## src/rtl/dcache_axi_bridge.sv

```systemverilog
// dcache_axi_bridge: AXI4 master bridge for the D-cache miss path.
// Line refills become INCR read bursts streamed back to the cache; dirty victims are
// latched into a line buffer and written out as INCR write bursts. Read and write
// sides are independent FSMs with one outstanding request each.
// Optional feature macro: DCACHE_AXI_ERR_CAPTURE_EN adds sticky axi_err[2:0]
// {rlast_mismatch, bresp_err, rresp_err}.
module dcache_axi_bridge #(
    parameter int ADDR_WIDTH = 32,
    parameter int DATA_WIDTH = 32,
    parameter int LINE_BYTES = 64
) (
    input  logic                      clk,
    input  logic                      rst,
    input  logic                      r_req,
    input  logic [ADDR_WIDTH-1:0]     r_addr,
    output logic                      r_rdy,
    output logic [DATA_WIDTH-1:0]     r_data,
    output logic                      r_data_valid,
    input  logic                      r_data_ready,
    output logic                      r_last,
    input  logic                      w_req,
    input  logic [ADDR_WIDTH-1:0]     w_addr,
    input  logic [LINE_BYTES*8-1:0]   w_data,
    output logic                      w_rdy,
    output logic                      wrt_finish,
    output logic [ADDR_WIDTH-1:0]     araddr,
    output logic [7:0]                arlen,
    output logic [2:0]                arsize,
    output logic [1:0]                arburst,
    output logic                      arvalid,
    input  logic                      arready,
    input  logic [DATA_WIDTH-1:0]     rdata,
    input  logic [1:0]                rresp,
    input  logic                      rlast,
    input  logic                      rvalid,
    output logic                      rready,
    output logic [ADDR_WIDTH-1:0]     awaddr,
    output logic [7:0]                awlen,
    output logic [2:0]                awsize,
    output logic [1:0]                awburst,
    output logic                      awvalid,
    input  logic                      awready,
    output logic [DATA_WIDTH-1:0]     wdata,
    output logic [DATA_WIDTH/8-1:0]   wstrb,
    output logic                      wlast,
    output logic                      wvalid,
    input  logic                      wready,
    input  logic [1:0]                bresp,
    input  logic                      bvalid,
    output logic                      bready
`ifdef DCACHE_AXI_ERR_CAPTURE_EN
    ,
    output logic [2:0]                axi_err
`endif
);

    localparam int BEATS  = LINE_BYTES * 8 / DATA_WIDTH;
    localparam int LINE_W = LINE_BYTES * 8;
    localparam int OFF_W  = $clog2(LINE_BYTES);
    localparam int CNT_W  = (BEATS > 1) ? $clog2(BEATS) : 1;
    localparam logic [CNT_W-1:0] LAST_BEAT = CNT_W'(BEATS - 1);
    localparam logic [7:0]       AX_LEN    = 8'(BEATS - 1);
    localparam logic [2:0]       AX_SIZE   = 3'($clog2(DATA_WIDTH / 8));

    localparam logic [1:0] R_IDLE = 2'd0;
    localparam logic [1:0] R_AR   = 2'd1;
    localparam logic [1:0] R_DATA = 2'd2;

    localparam logic [1:0] W_IDLE = 2'd0;
    localparam logic [1:0] W_AW   = 2'd1;
    localparam logic [1:0] W_DATA = 2'd2;
    localparam logic [1:0] W_RESP = 2'd3;

    logic [1:0]            r_state_q, r_state_d;
    logic [ADDR_WIDTH-1:0] raddr_q, raddr_d;
    logic [CNT_W-1:0]      rcnt_q, rcnt_d;
    logic [1:0]            w_state_q, w_state_d;
    logic [ADDR_WIDTH-1:0] waddr_q, waddr_d;
    logic [LINE_W-1:0]     wbuf_q, wbuf_d;
    logic [CNT_W-1:0]      wcnt_q, wcnt_d;
    logic                  hazard_s;

    // Burst shape constants and registered payloads; the write buffer shifts so beat 0 is always at the bottom.
    assign araddr     = raddr_q;
    assign arlen      = AX_LEN;
    assign arsize     = AX_SIZE;
    assign arburst    = 2'b01;
    assign awaddr     = waddr_q;
    assign awlen      = AX_LEN;
    assign awsize     = AX_SIZE;
    assign awburst    = 2'b01;
    assign wstrb      = {(DATA_WIDTH/8){1'b1}};
    assign wdata      = wbuf_q[DATA_WIDTH-1:0];
    assign r_data     = rdata;
    assign wrt_finish = (w_state_q == W_IDLE);

    // Read-after-write hazard: a refill must not overtake a writeback of the same line.
    always_comb begin
        hazard_s = 1'b0;
        if (w_state_q != W_IDLE) begin
            hazard_s = (r_addr[ADDR_WIDTH-1:OFF_W] == waddr_q[ADDR_WIDTH-1:OFF_W]);
        end else begin
            hazard_s = w_req && (r_addr[ADDR_WIDTH-1:OFF_W] == w_addr[ADDR_WIDTH-1:OFF_W]);
        end
    end

    // Read FSM next state and cache/AXI read handshakes.
    always_comb begin
        r_state_d    = r_state_q;
        raddr_d      = raddr_q;
        rcnt_d       = rcnt_q;
        r_rdy        = 1'b0;
        arvalid      = 1'b0;
        r_data_valid = 1'b0;
        rready       = 1'b0;
        r_last       = 1'b0;
        case (r_state_q)
            R_IDLE: begin
                if (r_req && !hazard_s && !rst) begin
                    r_rdy     = 1'b1;
                    raddr_d   = {r_addr[ADDR_WIDTH-1:OFF_W], {OFF_W{1'b0}}};
                    r_state_d = R_AR;
                end else begin
                    r_state_d = R_IDLE;
                end
            end
            R_AR: begin
                arvalid = 1'b1;
                if (arready) begin
                    r_state_d = R_DATA;
                    rcnt_d    = {CNT_W{1'b0}};
                end else begin
                    r_state_d = R_AR;
                end
            end
            R_DATA: begin
                r_data_valid = rvalid;
                rready       = r_data_ready;
                r_last       = rvalid && (rcnt_q == LAST_BEAT);
                if (rvalid && r_data_ready) begin
                    rcnt_d = rcnt_q + CNT_W'(1);
                    if (rcnt_q == LAST_BEAT) begin
                        r_state_d = R_IDLE;
                    end else begin
                        r_state_d = R_DATA;
                    end
                end else begin
                    rcnt_d = rcnt_q;
                end
            end
            default: begin
                r_state_d = R_IDLE;
            end
        endcase
    end

    // Write FSM next state, victim line capture and AXI write handshakes.
    always_comb begin
        w_state_d = w_state_q;
        waddr_d   = waddr_q;
        wbuf_d    = wbuf_q;
        wcnt_d    = wcnt_q;
        w_rdy     = 1'b0;
        awvalid   = 1'b0;
        wvalid    = 1'b0;
        wlast     = 1'b0;
        bready    = 1'b0;
        case (w_state_q)
            W_IDLE: begin
                if (w_req && !rst) begin
                    w_rdy     = 1'b1;
                    waddr_d   = {w_addr[ADDR_WIDTH-1:OFF_W], {OFF_W{1'b0}}};
                    wbuf_d    = w_data;
                    w_state_d = W_AW;
                end else begin
                    w_state_d = W_IDLE;
                end
            end
            W_AW: begin
                awvalid = 1'b1;
                if (awready) begin
                    w_state_d = W_DATA;
                    wcnt_d    = {CNT_W{1'b0}};
                end else begin
                    w_state_d = W_AW;
                end
            end
            W_DATA: begin
                wvalid = 1'b1;
                wlast  = (wcnt_q == LAST_BEAT);
                if (wready) begin
                    wcnt_d = wcnt_q + CNT_W'(1);
                    wbuf_d = wbuf_q >> DATA_WIDTH;
                    if (wcnt_q == LAST_BEAT) begin
                        w_state_d = W_RESP;
                    end else begin
                        w_state_d = W_DATA;
                    end
                end else begin
                    wcnt_d = wcnt_q;
                end
            end
            W_RESP: begin
                bready = 1'b1;
                if (bvalid) begin
                    w_state_d = W_IDLE;
                end else begin
                    w_state_d = W_RESP;
                end
            end
            default: begin
                w_state_d = W_IDLE;
            end
        endcase
    end

    // State registers; reset abandons any burst in flight.
    always_ff @(posedge clk) begin
        if (rst) begin
            r_state_q <= R_IDLE;
            raddr_q   <= {ADDR_WIDTH{1'b0}};
            rcnt_q    <= {CNT_W{1'b0}};
            w_state_q <= W_IDLE;
            waddr_q   <= {ADDR_WIDTH{1'b0}};
            wbuf_q    <= {LINE_W{1'b0}};
            wcnt_q    <= {CNT_W{1'b0}};
        end else begin
            r_state_q <= r_state_d;
            raddr_q   <= raddr_d;
            rcnt_q    <= rcnt_d;
            w_state_q <= w_state_d;
            waddr_q   <= waddr_d;
            wbuf_q    <= wbuf_d;
            wcnt_q    <= wcnt_d;
        end
    end

`ifdef DCACHE_AXI_ERR_CAPTURE_EN
    logic [2:0] axi_err_q, axi_err_d;
    logic       unused_s;

    assign axi_err  = axi_err_q;
    assign unused_s = ^{r_addr[OFF_W-1:0], w_addr[OFF_W-1:0]};

    // Sticky error capture: bad read/write responses and rlast disagreeing with the beat count.
    always_comb begin
        axi_err_d = axi_err_q;
        if ((r_state_q == R_DATA) && rvalid && r_data_ready) begin
            if (rresp != 2'b00) begin
                axi_err_d[0] = 1'b1;
            end else begin
                axi_err_d[0] = axi_err_q[0];
            end
            if (rlast != (rcnt_q == LAST_BEAT)) begin
                axi_err_d[2] = 1'b1;
            end else begin
                axi_err_d[2] = axi_err_q[2];
            end
        end else begin
            axi_err_d = axi_err_q;
        end
        if ((w_state_q == W_RESP) && bvalid && (bresp != 2'b00)) begin
            axi_err_d[1] = 1'b1;
        end else begin
            axi_err_d[1] = axi_err_q[1];
        end
    end

    // Error flags clear only on reset.
    always_ff @(posedge clk) begin
        if (rst) begin
            axi_err_q <= 3'b000;
        end else begin
            axi_err_q <= axi_err_d;
        end
    end
`else
    logic unused_s;
    assign unused_s = ^{r_addr[OFF_W-1:0], w_addr[OFF_W-1:0], rresp, rlast, bresp};
`endif

endmodule

```

## config.mk

```make
export PLATFORM = sky130hd
export DESIGN_NAME = dcache_axi_bridge
export DESIGN_NICKNAME = d
export VERILOG_FILES = /design/src/rtl/dcache_axi_bridge.sv
export SDC_FILE = /design/constraint.sdc
export NUM_CORES = 1
export LEC_CHECK = 0
export ABC_AREA = 1
export BUFFER_PORTS_ARGS = -buffer_cell sky130_fd_sc_hd__buf_4
export CAP_MARGIN = 20
export CORE_AREA = 8 8 305 307
export DETAILED_ROUTE_END_ITERATION = 8
export DIE_AREA = 0 0 313 315
export GPL_TIMING_DRIVEN = 0
export PLACE_DENSITY_LB_ADDON = 0.25
export REMOVE_ABC_BUFFERS = 1
export SETUP_SLACK_MARGIN = 0.3
export SLEW_MARGIN = 30
export SYNTH_ARGS = -nofsm -noshare
export SYNTH_HDL_FRONTEND = slang
export SYNTH_SLANG_ARGS = --single-unit
export TNS_END_PERCENT = 10
```

## constraint.sdc

```tcl
create_clock -name clk -period 1.8 [get_ports clk]
set_input_delay 0.27 -clock clk [delete_from_list [all_inputs] [get_ports clk]]
set_output_delay 0.27 -clock clk [all_outputs]
set_load 0.02 [all_outputs]
```

# Word level (Yosys, flattened, before mapping)
# Cells that the tools add are included.
# totals
out_inout_bits	169
ff_bits	576
elab_cells	75
inputBits	623
# op_classes
mux	33
reduce_logical	19
eq_ne	14
n_addsub	2
# ops
operator	n
two-way mux 512 bit	2
case mux 512 bit (2 select lines)	1
equality test 26 bit	2
two-way mux 1 bit	16
two-way mux 4 bit	4
case mux 4 bit (2 select lines)	2
two-way mux 2 bit	6
AND reduction 3 bit	3
adder 4 x 1 -> 4 bit, second input constant	2
equality test 4 bit, second input constant	2
inequality test 2 bit, second input constant	4
case mux 2 bit (4 select lines)	1
nonzero test 2 bit	4
equality test 2 bit, second input constant	3
logical AND 1 bit	6
case mux 2 bit (3 select lines)	1
equality test 2 x 1 -> 1 bit, second input constant	2
logical NOT 2 bit	2
AND reduction 2 bit	2
logical NOT 1 bit	2
inequality test 2 x 1 -> 1 bit, second input constant	1

# Logic depth before layout (Yosys ltp)
# depth
ltp_word	8
ltp_mapped	13
mapped_depth_nobuf	12

# Worst setup path before layout
# Ideal clock, no wire load.
# synth_path
path_kind	register -> register
from	register w_state_q[1]
to	register wbuf_q[100]
path_slack_ps	71
period_less_slack_ps	1729
setup_time_ps	123
n_path_buf	3
stages_incl_launch_ff	10
required_ps	1677
arrival_ps	1607
cell_sequence	dfxtp_1 -> nor2_4 -> nand2_2 -> nor2_4 -> inv_2 -> nand2_4 -> buf_2 -> buf_2 -> buf_4 -> a31oi_1
# synth_between
elab_chain_len	3
word_cells_on_any_way	7
classes_between	eq/ne: 3; mux: 1; reduce/logical: 3
# synth_rtl
element	line	text
start, declared	77	logic [1:0] w_state_q, w_state_d;
start signal, assigned	231	w_state_q <= w_state_d;
logical NOT 2 bit *	-	
via wrt_finish	25	output logic wrt_finish,
inequality test 2 x 1 -> 1 bit (no source line) or nonzero test 2 bit (tied branches)	-	
AND reduction 3 bit (no source line)	-	
end signal, assigned	225	wbuf_q <= {LINE_W{1'b0}};
end signal, assigned	233	wbuf_q <= wbuf_d;
end, declared	79	logic [LINE_W-1:0] wbuf_q, wbuf_d;
# The timed path passes the listed nets; every way through them passes the cells marked *.
# A chain may end at the register's enable or synchronous reset.

# Final worst setup path
# layout_path
from	register w_state_q[0]
to	output port r_rdy
# layout_between
elab_chain_len	7
# layout_rtl
element	line	text
nonzero test 2 bit	100	if (w_state_q != W_IDLE) begin
two-way mux 1 bit	100	
logical NOT 1 bit	119	if (r_req && !hazard_s && !rst) begin
logical AND 1 bit (2 in series)	119	
two-way mux 1 bit	119	
two-way mux 1 bit	117	case (r_state_q)
end, declared	16	output logic r_rdy,
# Every way passes these cells.

==> results.tsv <==
stage	metric	value	unit
timing	Slew headroom	51.21	%
routing	total routed wirelength	118000	µm
yosys	Synth Register Bits	576	
critical_path	flop2flop setup slack	-0.52	ns
floorplan	IO Pins	792	
yosys	mapped cell area	25120	µm²
final_layout	most common cell after layout, fill and taps aside	nand2_1	
floorplan	DIE HEIGHT	315	µm
timing	Fin Clk Skew	0.01226	ns
min_path	WHS Path Cells	5	
final_layout	post-route cell area	41660	µm²
critical_path	CP max FO	3	
yosys	mux contribution to synthesized area	0	%
global_routing	grt ovf	0	
global_routing	number of global-route vias before repair	27940	
critical_path	crit path cell chain	nor2_4, buf_6, inv_2, nand4_1, nor2_1, nand3_1, nor2_2, nor2_4, clkbuf_16, buf_8	
floorplan	Die X	313	µm
yosys	post-synthesis sequential area ratio	45.90	%
critical_path	slowest stage delay, CP	0.36	ns
critical_path	Critical Path RT	1.53	ns
timing	setup ws final	-0.5517	ns
clocking	H-tree depth	3	
yosys	Yosys cell types	30	
min_path	worst hold endpoint	araddr[18]	
placed_design	number of port buffers	668	
timing	unrepaired setup endpoints after global routing	true	
routing	drt first pass iters	5	
final_layout	most frequent cells in the layout	nand2_1, buf_4, dfxtp_1, dlygate4sd3_1, a31oi_1	
routing	DR vias/cell	5.001	
critical_path	Worst EP arrival	2.08	ns
floorplan	DIE AREA	98600	µm²
yosys	Ys Warns	0	
final_layout	Nets	5182	
timing	Final Hold Viols	0	
clocking	clock transition at the registers of the reported paths	0.06	ns
min_path	worst min-delay path category	input port to flip-flop	
clocking	clock sinks	576	
timing	fin crit share	130.7	%
timing	Final Slew Violations	0	
final_layout	end-of-flow core utilization	47.36	%
floorplan	core area	87970	µm²
run_status	failing checks	negative setup slack	
power_and_ir_drop	power after layout	0.03708	W
yosys	area share of fa/ha/maj cells after synthesis	0.09961	%
routing	post-route ant nets	0	
critical_path	CP Launch Type	flip-flop	
global_routing	antenna violations before repair	27	
floorplan	row count	109	
floorplan	starting density of the core	28.56	%
power_and_ir_drop	leakage power	17.79	nW
global_routing	global-route wire length before repair	167600	µm
timing	endpoints failing setup	544	
clocking	CTS tree	done	
final_layout	layout overhead on the synthesized area	65.84	%
final_layout	share of layout cells above drive strength 1	22.84	%
critical_path	Crit Path Class	flip-flop to output port	
yosys	Post-Synthesis Cells	3442	
critical_path	r2r endpoint	wbuf_q[342]	
power_and_ir_drop	Pwr per Cell Area	890.1	nW/µm²
global_routing	largest net degree at the start of global routing	134	
critical_path	Crit. End Element	output port	
placed_design	gpl congestion	0.8353	
routing	Avg WL per Cell	20.36	µm
yosys	largest family of logic cells by synthesized area	compound AO/OA/AOI/OAI gates	
min_path	hold path startpoint	r_addr[18]	
yosys	syn avg cell area	7.299	µm²
placed_design	DPL Wire Length	65850	µm
timing	Slew @ Worst Pin	0.7302	ns
timing	Fmax	425.2	MHz
critical_path	Slowest cell on crit path	dfxtp_4	
timing	WHS	0.04862	ns
clocking	CTS buffer count	71	
clocking	Clock Latency Late Sink	0.61	ns
routing	drt drc	0	
critical_path	reg-to-reg startpoint	w_state_q[0]	
yosys	Synth Area in Simple Gates	20.02	%
clocking	Clock Path Buffers	3	
yosys	Synth Area in Compound Gates	23.60	%
job	max cap viols	0	
critical_path	Crit path top cell by count	nor2_4	
routing	Iteration-0 DRC Markers	2690	
yosys	XOR/XNOR Fraction of Synth Area	0.7670	%
run_status	status	finished, violations left	
routing	detailed-route via count	28980	
power_and_ir_drop	IR drop worst, VDD	0.6812	mV
global_routing	Tot GR Track Use	21.18	%
timing	crit path time final	2.352	ns
critical_path	FF-to-FF path depth	15	
final_layout	Fill cells	8492	
clocking	Root Buffer	clkbuf_16	
placed_design	dpl cell area	30790	µm²
## state kept, by name (all words and copies together) (netlist names)
signal,count
wbuf_q,512
wcnt_q,4
r_state_q,2
awaddr,26
w_state_q,2
rcnt_q,4
araddr,26
## cells by family after synthesis
family | Yosys count
AND/OR/NAND/NOR | 1310
adder cells (fa/ha/maj) | 2
AO/OA/AOI/OAI | 1063
buffers and inverters | 467
flip-flops | 576
XOR/XNOR | 22
other | 2
## per-layer routing
layer	share of wire [%]	GRT usage [%]
met1	43	27.07
met2	47	34.85
met3	7.0	5.290
met4	3.2	6.899
met5	0.043	0.1481
## per-stage QoR
stage                     setup TNS (ns)  cells  worst slack, ns
after floorplan                 -6365.31   3084           -12.78
after global placement                 -   4917           -29.21
after detailed placement         -604.56   4960           -1.880
after CTS                        -169.33   5721          -0.6116
after global routing             -185.72   5793          -0.6704
final                            -145.28   5795          -0.5517
## repair_timing
| item | in CTS | in global routing |
|---|---|---|
| pin swaps | 43 | 19 |
| cloned | 41 | 32 |
| endpoints found under the setup margin | 588 | 587 |
| hold buffers | 550 | 0 |
| buffers inserted | 48 | 18 |
| hold endpoints to repair | 553 | 0 |
| gates resized for setup | 234 | 170 |
## worst max-delay path: cells and delay by family (launching register included)
family / cells / cell delay (ns)
AND/OR/NAND/NOR: 6 / 0.68
buffers and inverters: 4 / 0.44
flip-flops: 1 / 0.36
## power breakdown
| part | internal [W] | switching, W | leakage, nW | total [W] |
|---|---|---|---|---|
| registers | 0.0140 | 0.000680 | 4.75 | 0.0147 |
| clock network | 0.00811 | 0.00588 | 1.08 | 0.0140 |
| logic | 0.00423 | 0.00417 | 12.0 | 0.00840 |
| total | 0.0264 | 0.0107 | 17.8 | 0.0371 |
## layout make-up
class / count / area [µm²] / area share (%)
timing repair buffer: 1393 / 14310 / 34.34
multi-input combinational: 2442 / 11700 / 28.09
sequential: 576 / 11560 / 27.74
clock buffer: 104 / 2032 / 4.877
tap: 1165 / 1458 / 3.499
inverter: 69 / 340.3 / 0.8169
clock inverter: 18 / 168.9 / 0.4054
antenna: 24 / 60.06 / 0.1442
timing repair inverter: 4 / 40.04 / 0.09610
## synth_stat cells
library cell / count / area share [%]
nand3_2: 1 / 0.040
inv_2: 4 / 0.060
nand3_1: 37 / 0.74
and3_1: 1 / 0.025
nand2_4: 1 / 0.045
o21ai_1: 105 / 2.1
clkbuf_1: 167 / 2.5
nand2_1: 1160 / 17
a31oi_1: 481 / 12
nor2_1: 93 / 1.4
buf_1: 4 / 0.060
a21oi_1: 65 / 1.3
o21ai_0: 409 / 8.1
buf_4: 148 / 4.4
xor2_1: 6 / 0.21
nor2_2: 2 / 0.050
nand2b_1: 1 / 0.025
o21bai_1: 1 / 0.030
nor2_4: 3 / 0.13
buf_2: 79 / 1.6
xnor2_1: 16 / 0.56
nand2_2: 1 / 0.025
dfxtp_1: 576 / 46
a211oi_1: 2 / 0.060
ha_1: 2 / 0.10
inv_1: 64 / 0.96
clkinv_1: 1 / 0.015
nor3_1: 7 / 0.14
conb_1: 2 / 0.030
nand4_1: 3 / 0.075
## how the worst max path moves through the flow
stage / startpoint / cells past startpoint / slack [ns] / end
6_report: w_state_q[0] / 10 / -0.55 / r_rdy
5_1_grt: w_state_q[0] / 10 / -0.67 / r_rdy
4_1_cts: w_state_q[0] / 10 / -0.61 / r_rdy
3_5_place_dp: w_state_q[1] / 11 / -1.88 / wbuf_q[22]
3_3_place_gp: w_state_q[1] / 5 / -29.21 / wlast
2_1_floorplan: w_state_q[1] / 6 / -12.78 / w_state_q[0]
Power figures use the tool's default switching activity.
